<file path="src/rtl/layer_local_ctrl.sv">
// Per-layer local sequencer: walks input/weight BRAM addresses for one dense layer,
// tags the MAC pipeline with first/last markers and reports completion upstream.
module layer_local_ctrl #(
    parameter int N_IN   = 8,
    parameter int N_OUT  = 4,
    parameter int RD_LAT = 1
) (
    input  logic                                         clk_i,
    input  logic                                         rstn_i,
    input  logic                                         local_en_i,
    input  logic                                         clear_i,
    output logic                                         rd_en_o,
    output logic [$clog2(N_IN)-1:0]                      in_addr_o,
    output logic [$clog2(N_IN*N_OUT)-1:0]                w_addr_o,
    output logic                                         mac_valid_o,
    output logic                                         mac_first_o,
    output logic                                         mac_last_o,
    output logic                                         out_we_o,
    output logic [((N_OUT > 1) ? $clog2(N_OUT) : 1)-1:0] out_idx_o,
    output logic                                         pu_next_en_o,
    output logic                                         done_o
);

    localparam int IW = $clog2(N_IN);
    localparam int WW = $clog2(N_IN * N_OUT);
    localparam int OW = (N_OUT > 1) ? $clog2(N_OUT) : 1;

    typedef enum logic [1:0] {IDLE, RUN, DRAIN, DONE} state_t;

    state_t        state;
    state_t        state_nxt;
    logic [IW-1:0] i_cnt;
    logic [OW-1:0] o_cnt;
    logic [WW-1:0] w_cnt;
    logic          rd_first;
    logic          rd_last;
    logic [OW-1:0] rd_o;
    logic          flush;
    logic          issue;
    logic          last_i;
    logic          last_o;
    logic          last_issue;
    logic          final_we;

    logic          pv [RD_LAT];
    logic          pf [RD_LAT];
    logic          pl [RD_LAT];
    logic [OW-1:0] po [RD_LAT];

    assign flush      = !rstn_i || clear_i;
    assign issue      = (state == RUN) && local_en_i;
    assign last_i     = (i_cnt == IW'(N_IN - 1));
    assign last_o     = (o_cnt == OW'(N_OUT - 1));
    assign last_issue = issue && last_i && last_o;
    assign final_we   = out_we_o && (out_idx_o == OW'(N_OUT - 1));

    always_ff @(posedge clk_i) begin
        if (flush) begin
            state <= IDLE;
        end else begin
            state <= state_nxt;
        end
    end

    always_comb begin
        state_nxt = state;
        case (state)
            IDLE:    if (local_en_i) state_nxt = RUN;
            RUN:     if (last_issue) state_nxt = DRAIN;
            DRAIN:   if (final_we) state_nxt = DONE;
            DONE:    state_nxt = DONE;
            default: state_nxt = IDLE;
        endcase
    end

    assign done_o = (state == DONE);

    // Term/output counters plus a linear weight address that equals o*N_IN + i.
    always_ff @(posedge clk_i) begin
        if (flush) begin
            i_cnt <= '0;
            o_cnt <= '0;
            w_cnt <= '0;
        end else if (issue) begin
            i_cnt <= last_i ? '0 : i_cnt + 1'b1;
            if (last_i) begin
                o_cnt <= last_o ? '0 : o_cnt + 1'b1;
            end
            w_cnt <= last_issue ? '0 : w_cnt + 1'b1;
        end
    end

    always_ff @(posedge clk_i) begin
        if (flush) begin
            rd_en_o   <= 1'b0;
            in_addr_o <= '0;
            w_addr_o  <= '0;
            rd_first  <= 1'b0;
            rd_last   <= 1'b0;
            rd_o      <= '0;
        end else begin
            rd_en_o <= issue;
            if (issue) begin
                in_addr_o <= i_cnt;
                w_addr_o  <= w_cnt;
                rd_first  <= (i_cnt == '0);
                rd_last   <= last_i;
                rd_o      <= o_cnt;
            end
        end
    end

    // Tags travel alongside the BRAM read; the pipeline never stalls, only a flush drops it.
    always_ff @(posedge clk_i) begin
        if (flush) begin
            for (int k = 0; k < RD_LAT; k++) begin
                pv[k] <= 1'b0;
                pf[k] <= 1'b0;
                pl[k] <= 1'b0;
                po[k] <= '0;
            end
        end else begin
            pv[0] <= rd_en_o;
            pf[0] <= rd_en_o && rd_first;
            pl[0] <= rd_en_o && rd_last;
            po[0] <= rd_o;
            for (int k = 1; k < RD_LAT; k++) begin
                pv[k] <= pv[k-1];
                pf[k] <= pf[k-1];
                pl[k] <= pl[k-1];
                po[k] <= po[k-1];
            end
        end
    end

    assign mac_valid_o = pv[RD_LAT-1];
    assign mac_first_o = pf[RD_LAT-1];
    assign mac_last_o  = pl[RD_LAT-1];

    always_ff @(posedge clk_i) begin
        if (flush) begin
            out_we_o     <= 1'b0;
            out_idx_o    <= '0;
            pu_next_en_o <= 1'b0;
        end else begin
            out_we_o <= mac_last_o;
            if (mac_last_o) begin
                out_idx_o <= po[RD_LAT-1];
            end
            pu_next_en_o <= pu_next_en_o || mac_last_o;
        end
    end

endmodule

</file>
<file path="config.mk">
export PLATFORM = sky130hd
export DESIGN_NAME = layer_local_ctrl
export DESIGN_NICKNAME = d
export VERILOG_FILES = /design/src/rtl/layer_local_ctrl.sv
export SDC_FILE = /design/constraint.sdc
export NUM_CORES = 1
export LEC_CHECK = 0
export BUFFER_PORTS_ARGS = -buffer_cell sky130_fd_sc_hd__buf_2
export CORE_ASPECT_RATIO = 1.25
export CORE_MARGIN = 5
export CORE_UTILIZATION = 39
export CTS_BUF_LIST = sky130_fd_sc_hd__clkbuf_8
export DETAILED_ROUTE_END_ITERATION = 12
export PLACE_DENSITY_LB_ADDON = 0.1
export SLEW_MARGIN = 30
export SYNTH_ARGS = -nofsm -noshare
export SYNTH_HDL_FRONTEND = slang
export SYNTH_SLANG_ARGS = --single-unit
</file>
<file path="constraint.sdc">
create_clock -name clk_i -period 3.45 [get_ports clk_i]
set_input_delay 0.345 -clock clk_i [delete_from_list [all_inputs] [get_ports clk_i]]
set_output_delay 0.345 -clock clk_i [all_outputs]
set_load 0.1 [all_outputs]
</file>
==> run summary, run 1 <==
Detail Route Antenna Nets: 0
Post-Syn Nets: 154
family with the most delay on the worst path: simple AND/OR/NAND/NOR gates
count leader, synth: sky130_fd_sc_hd__dfxtp_1
internal power contribution: 610 uW
post-CTS setup buffers: 0
global route overflow: 0
final design instance area without fill: 0.00152 mm2
crit path cell chain: ha_1 > ha_1 > and2_1 > or4_1 > a31oi_1
Worst Max-Slew Pin Slew: 607 ps
DRC: 0
type of the most critical hold path: in2reg
count of cells along the worst register-to-register path: 5
level count of the clock H-tree: 2
worst-case vdd ir drop: 0.385 mV
hold depth: 3
footprint of the flip-flops and latches: 681 um2
number of vias per cell: 4.97
arrival time worst endpoint: 1920 ps
classification of the worst setup path: reg2reg
reg-to-reg setup timing slack: 1730 ps
GP Congestion: 0.731
total number of vias: 1009
Sw Share: 20.5%
flops & latches, synth: 34
PnR Total Power: 768 uW
combinational fraction of design power: 2.4%
final-report hold violation count: 0
cell count after placement: 195
max-slew violation count: 0
clk_skew: 1.92 ps
WHS: 396 ps
total cell area at the placement stage: 0.00141 mm2
initial core utilization: 40.3%
critical path's largest stage delay: 470 ps
Critical Path Start Type: flip-flop
CTS clock-pin slew for the worst setup and hold paths: 70 ps
slowest stage cell on the critical path: sky130_fd_sc_hd__or4_1
TritonCTS clock tree: built
largest cells by area after synthesis: sky130_fd_sc_hd__dfxtp_1 (53%), sky130_fd_sc_hd__nand2_1 (9.6%), sky130_fd_sc_hd__a21oi_1 (8.6%), sky130_fd_sc_hd__ha_1 (4.9%), sky130_fd_sc_hd__and2_1 (2.9%)
Final min period: 1720 ps
area of the multi-input gates: 568 um2
# hold bufs at CTS: 0
diode insertion count for antenna repair: 0
launch instance of the worst register-to-register path: i_cnt[0]
async set-or-reset flop fraction in the synthesized netlist: 0%
Synth Cell Area: 0.00129 mm2
number of DRC markers in iteration 0: 30
total buffers and inverters traversed by the critical path: 0
remaining max-slew budget at the tightest pin: 59.5%
GRT Total Usage: 12.6%
final setup vio count: 0
wire length of the first global-routing pass: 4.25 mm
gate count after technology mapping: 145
leakage power: 0.000600 uW
Worst Path Required: 3660 ps
area enclosed by the die boundary: 0.00455 mm2
net switching power: 158 uW
DRT Pass-1 Iters: 4
Sink Count: 34
Power Dens Cells: 507 mW/mm2
number of synthesized flops with an enable pin: 0
Detail Placement HPWL: 1.67 mm
largest net degree at the start of global routing: 28
Cell variety after synth: 27
Syn. warnings: 0
DR WL/cell: 12.4 um
count of non-filler cells in the finished layout: 203
commonest register cell after synthesis: sky130_fd_sc_hd__dfxtp_1
clock group share of total power: 46.1%
maximum fanout along the worst path: 7
peak clock frequency supported by timing: 583 MHz
most used cell, CP: sky130_fd_sc_hd__ha_1
overall routed net length: 2.52 mm
most frequent cells after synthesis: sky130_fd_sc_hd__dfxtp_1 (34), sky130_fd_sc_hd__nand2_1 (33), sky130_fd_sc_hd__a21oi_1 (22)
cts bufs inserted: 5
number of cells upsized or downsized after cts: 0
CP Depth: 5
count of filler cells inserted in the layout: 315
post-route fraction of the period consumed by the critical path: 49.7%
max-cap violations: 0
Worst Setup End Kind: flip-flop
clock buffer depth: 2
die boundary height: 74.2 um
status: finished clean
final net count: 174
total core area: 0.00319 mm2
initial antenna violation count: 0
average cell area after synthesis: 8.87 um2
count of input and output buffers: 20
cell taking the most area after synthesis: sky130_fd_sc_hd__dfxtp_1
endpoint with the worst hold slack: state[1]
part of the total power dissipated in sequential elements: 51.5%
top-area cell type share of the netlist area: 52.9%
RSZ-0062 raised after global routing: no
sequential share of the synthesized area: 52.9%
growth of design area from synthesis to finish: 17.8%
number of global-route vias before repair: 933
critical hold path startpoint: clear_i
Row Count: 23
ratio of cells with drive above 1 in the final layout: 18.1%
Fin Setup TNS: 0 ps
I/O pin count: 21
reg2reg end: w_cnt[3]
root buf cell: sky130_fd_sc_hd__clkbuf_8
worst skew pair latency: 280 ps
die width: 61.4 um
-- routing by layer --
metal	part of all wire (%)	GRT usage [%]
met5	0	0
met2	48	20.2
met3	5.0	4.86
met1	44	14.7
met4	2.1	5.66
-- worst max-delay path by stage --
stage                  start  endpoint  slack, ps
floorplan           i_cnt[0]  w_cnt[3]       1880
global placement    i_cnt[0]  w_cnt[4]       1800
global route        i_cnt[0]  w_cnt[4]       1620
finish              i_cnt[0]  w_cnt[3]       1730
detailed placement  i_cnt[0]  w_cnt[3]       1730
CTS                 i_cnt[0]  w_cnt[3]       1730
-- cells in the final DEF, fill, tap and decap left out, types with 2 or more instances in the layout --
cell / count
sky130_fd_sc_hd__dfxtp_1: 34
sky130_fd_sc_hd__inv_1: 3
sky130_fd_sc_hd__mux2i_1: 2
sky130_fd_sc_hd__or3_1: 3
sky130_fd_sc_hd__a31oi_1: 2
sky130_fd_sc_hd__nand3b_1: 2
sky130_fd_sc_hd__and2_1: 6
sky130_fd_sc_hd__clkinv_2: 2
sky130_fd_sc_hd__ha_1: 5
sky130_fd_sc_hd__or4_1: 2
sky130_fd_sc_hd__and3_1: 2
sky130_fd_sc_hd__nand4b_1: 2
sky130_fd_sc_hd__a21oi_1: 22
sky130_fd_sc_hd__nand3_1: 6
sky130_fd_sc_hd__nor2_1: 6
sky130_fd_sc_hd__buf_2: 20
sky130_fd_sc_hd__clkbuf_8: 5
sky130_fd_sc_hd__nand2_1: 33
-- flip-flops by register name, indices dropped and copies added (netlist names), 2 cells and up --
name / flops
out_idx_o: 2
state: 2
rd_o: 2
w_addr_o: 5
w_cnt: 5
o_cnt: 2
po: 2
in_addr_o: 3
i_cnt: 3
-- power by group through the flow --
stage | Clock (uW) | Sequential, uW | Combinational (uW)
final | 354 | 395 | 18.6
after global placement | 0 | 404 | 18.6
after detailed placement | 0 | 404 | 18.9
after floorplan | 0 | 405 | 12.0
after CTS | 367 | 395 | 18.9
after global routing | 381 | 395 | 20.7
-- cell type report --
| class | count | area share [%] |
|---|---|---|
| multi-input combinational | 101 | 37.5 |
| clock inverter | 3 | 2.64 |
| tap | 37 | 3.06 |
| sequential | 34 | 44.9 |
| inverter | 3 | 0.743 |
| clock buffer | 5 | 4.54 |
| timing repair buffer | 20 | 6.61 |
-- worst register-to-register path: stages, from the launching register on --
cell and delay (ps):
sky130_fd_sc_hd__dfxtp_1 350, sky130_fd_sc_hd__ha_1 210, sky130_fd_sc_hd__ha_1 260, sky130_fd_sc_hd__and2_1 180, sky130_fd_sc_hd__or4_1 470, sky130_fd_sc_hd__a31oi_1 160
-- cells by family after synthesis --
group	count (synthesis)	synth area share [%]
buffers and inverters	10	3.11
AND/OR/NAND/NOR	67	26.5
AO/OA/AOI/OAI	27	11.1
multiplexers	2	1.56
flip-flops	34	52.9
adder cells (fa/ha/maj)	5	4.86
-- stage by stage --
| step | setup slack (ps) | util [%] |
|---|---|---|
| 2_1_floorplan | 1880 | - |
| 3_3_place_gp | 1800 | 43.9 |
| 3_5_place_dp | 1730 | 44.0 |
| 4_1_cts | 1730 | 47.4 |
| 5_1_grt | 1620 | 47.4 |
| 6_report | 1730 | 47.4 |
Power figures use the tool's default switching activity.
==> run 2, diff against run 1 <==
Clock period 3.45 ns to 1.8 ns, I/O delays scaled along.
==> run summary, run 2 (synthesis gave the netlist of run 1 again) <==
status: finished clean
classification of the worst setup path: reg2reg
Critical Path Start Type: flip-flop
post-CTS setup buffers: 0 (unchanged)
max-slew violation count: 0 (unchanged)
total cell area at the placement stage: 0.00143 mm2 (+2.0%)
max-cap violations: 0 (unchanged)
root buf cell: sky130_fd_sc_hd__clkbuf_8
peak clock frequency supported by timing: 629 MHz (+8.0%)
final setup vio count: 0 (unchanged)
die width: 61.4 um (unchanged)
biggest registers after layout: w_addr_o (5), w_cnt (5)
number of cells upsized or downsized after cts: 0 (unchanged)
growth of design area from synthesis to finish: 20.2%
CTS clock-pin slew for the worst setup and hold paths: 70 ps (about the same)
I/O pin count: 21 (unchanged)
initial antenna violation count: 0 (unchanged)
wire length on met1: 1.05 mm (-6.1%)
family with the most delay on the worst path: simple AND/OR/NAND/NOR gates
most used cell, CP: sky130_fd_sc_hd__ha_1
Fin Setup TNS: 0 ps (unchanged)
global route overflow: 0 (unchanged)
slowest stage cell on the critical path: sky130_fd_sc_hd__or4_1
post-route fraction of the period consumed by the critical path: 88.3% (+39 points)
maximum fanout along the worst path: 5 (-2)
Detail Route Antenna Nets: 0 (unchanged)
worst skew pair latency: 280 ps (about the same)
Detail Placement HPWL: 1.80 mm (+8.2%)
Max Used Layer: met4
count of input and output buffers: 20 (unchanged)
# hold bufs at CTS: 0 (unchanged)
clock buffer depth: 2 (unchanged)
PnR Total Power: 1500 uW (+96%)
Worst Path Required: 2010 ps (-1650 ps)
Power Dens Cells: 972 mW/mm2 (+92%)
DRT Pass-1 Iters: 4 (unchanged)
cts bufs inserted: 5 (unchanged)
critical path's largest stage delay: 460 ps (about the same)
DRC: 0 (unchanged)
leakage power: 0.000618 uW (+3.1%)
area enclosed by the die boundary: 0.00455 mm2 (unchanged)
count of non-filler cells in the finished layout: 206 (+1.5%)
GP Congestion: 0.805 (+10%)
DR WL/cell: 12.1 um (-2.4%)
most frequent cells in the layout: sky130_fd_sc_hd__dfxtp_1 (34), sky130_fd_sc_hd__nand2_1 (33), sky130_fd_sc_hd__a21oi_1 (22)
final design instance area without fill: 0.00155 mm2 (+2.1%)
diode insertion count for antenna repair: 0 (unchanged)
met3 routed wirelength: 144 um (+14%)
Sink Count: 34 (unchanged)
overall routed net length: 2.49 mm (-0.99%)
number of vias per cell: 5.02 (+0.99%)
final net count: 178 (+2.3%)
cell count after placement: 199 (+2.1%)
total core area: 0.00319 mm2 (unchanged)
count of filler cells inserted in the layout: 332 (+5.4%)
initial core utilization: 40.3% (unchanged)
largest net degree at the start of global routing: 23 (-18%)
clk_skew: 4.62 ps (+2.71 ps)
number of DRC markers in iteration 0: 31 (+3.3%)
GRT Total Usage: 12.8% (+0.22 points)
ratio of cells with drive above 1 in the final layout: 18.9% (+0.86 points)
arrival time worst endpoint: 1800 ps (-120 ps)
level count of the clock H-tree: 2 (unchanged)
Row Count: 23 (unchanged)
final-report hold violation count: 0 (unchanged)
crit path cell chain: ha_1 > ha_1 > and2_1 > or4_1 > a31oi_1
Worst Max-Slew Pin Slew: 492 ps (-115 ps)
Final min period: 1590 ps (-127 ps)
leading cell type in the layout, fill and taps excluded: sky130_fd_sc_hd__dfxtp_1
die boundary height: 74.2 um (unchanged)
worst-case vdd ir drop: 0.501 mV (+30%)
total buffers and inverters traversed by the critical path: 0 (unchanged)
wire length of the first global-routing pass: 4.36 mm (+2.6%)
number of global-route vias before repair: 1005 (+7.7%)
total number of vias: 1034 (+2.5%)
TritonCTS clock tree: built
RSZ-0062 raised after global routing: no
remaining max-slew budget at the tightest pin: 67.4% (+7.9 points)
type of the most critical hold path: in2reg
WHS: 231 ps (-165 ps)
met2 wirelength from detailed routing: 1.26 mm (+3.0%)
Worst Setup End Kind: flip-flop
-- run 2: cell type report --
cell class	instances	area [um2]	share of cell area, %
Clock buffer	6	82.6	5.34
Sequential cell	34	681	44.0
Inverter	3	11.3	0.728
Tap cell	37	46.3	2.99
Timing Repair Buffer	24	130	8.41
Clock inverter	1	30.0	1.94
Multi-Input combinational cell	101	566	36.6
-- run 2: per-stage QoR --
stage	setup WS, ps	utilization, %
2_1_floorplan	234	-
3_3_place_gp	259	44.9
3_5_place_dp	184	44.9
4_1_cts	183	48.4
5_1_grt	94.0	48.4
6_report	211	48.4
-- run 2: tightest hold or removal path, stage by stage --
cell	delay, ps
sky130_fd_sc_hd__buf_2	80
sky130_fd_sc_hd__nor2b_1	90
sky130_fd_sc_hd__o21a_1	120
-- run 2: final timing paths --
kind / slack, ps / from / endpoint / depth (start not counted)
worst max-delay path: 210 / i_cnt[0] / w_cnt[3] / 5
worst min register to register: 450 / rd_o[0] / rd_o[0] / 2
worst min-delay path: 230 / clear_i / state[1] / 3
worst max register to register: 210 / i_cnt[0] / w_cnt[3] / 5
-- run 2: routing by layer --
layer / vias to the layer above / global-route usage, %
li1: 537 / -
met1: 469 / 14.3
met2: 22 / 21.9
met3: 6 / 4.69
met4: 0 / 4.95
met5: - / 0
-- run 2: power breakdown --
group	internal, uW	switching (uW)
logic	11.0	27.4
clock network	443	264
registers	755	3.13
total	1210	295
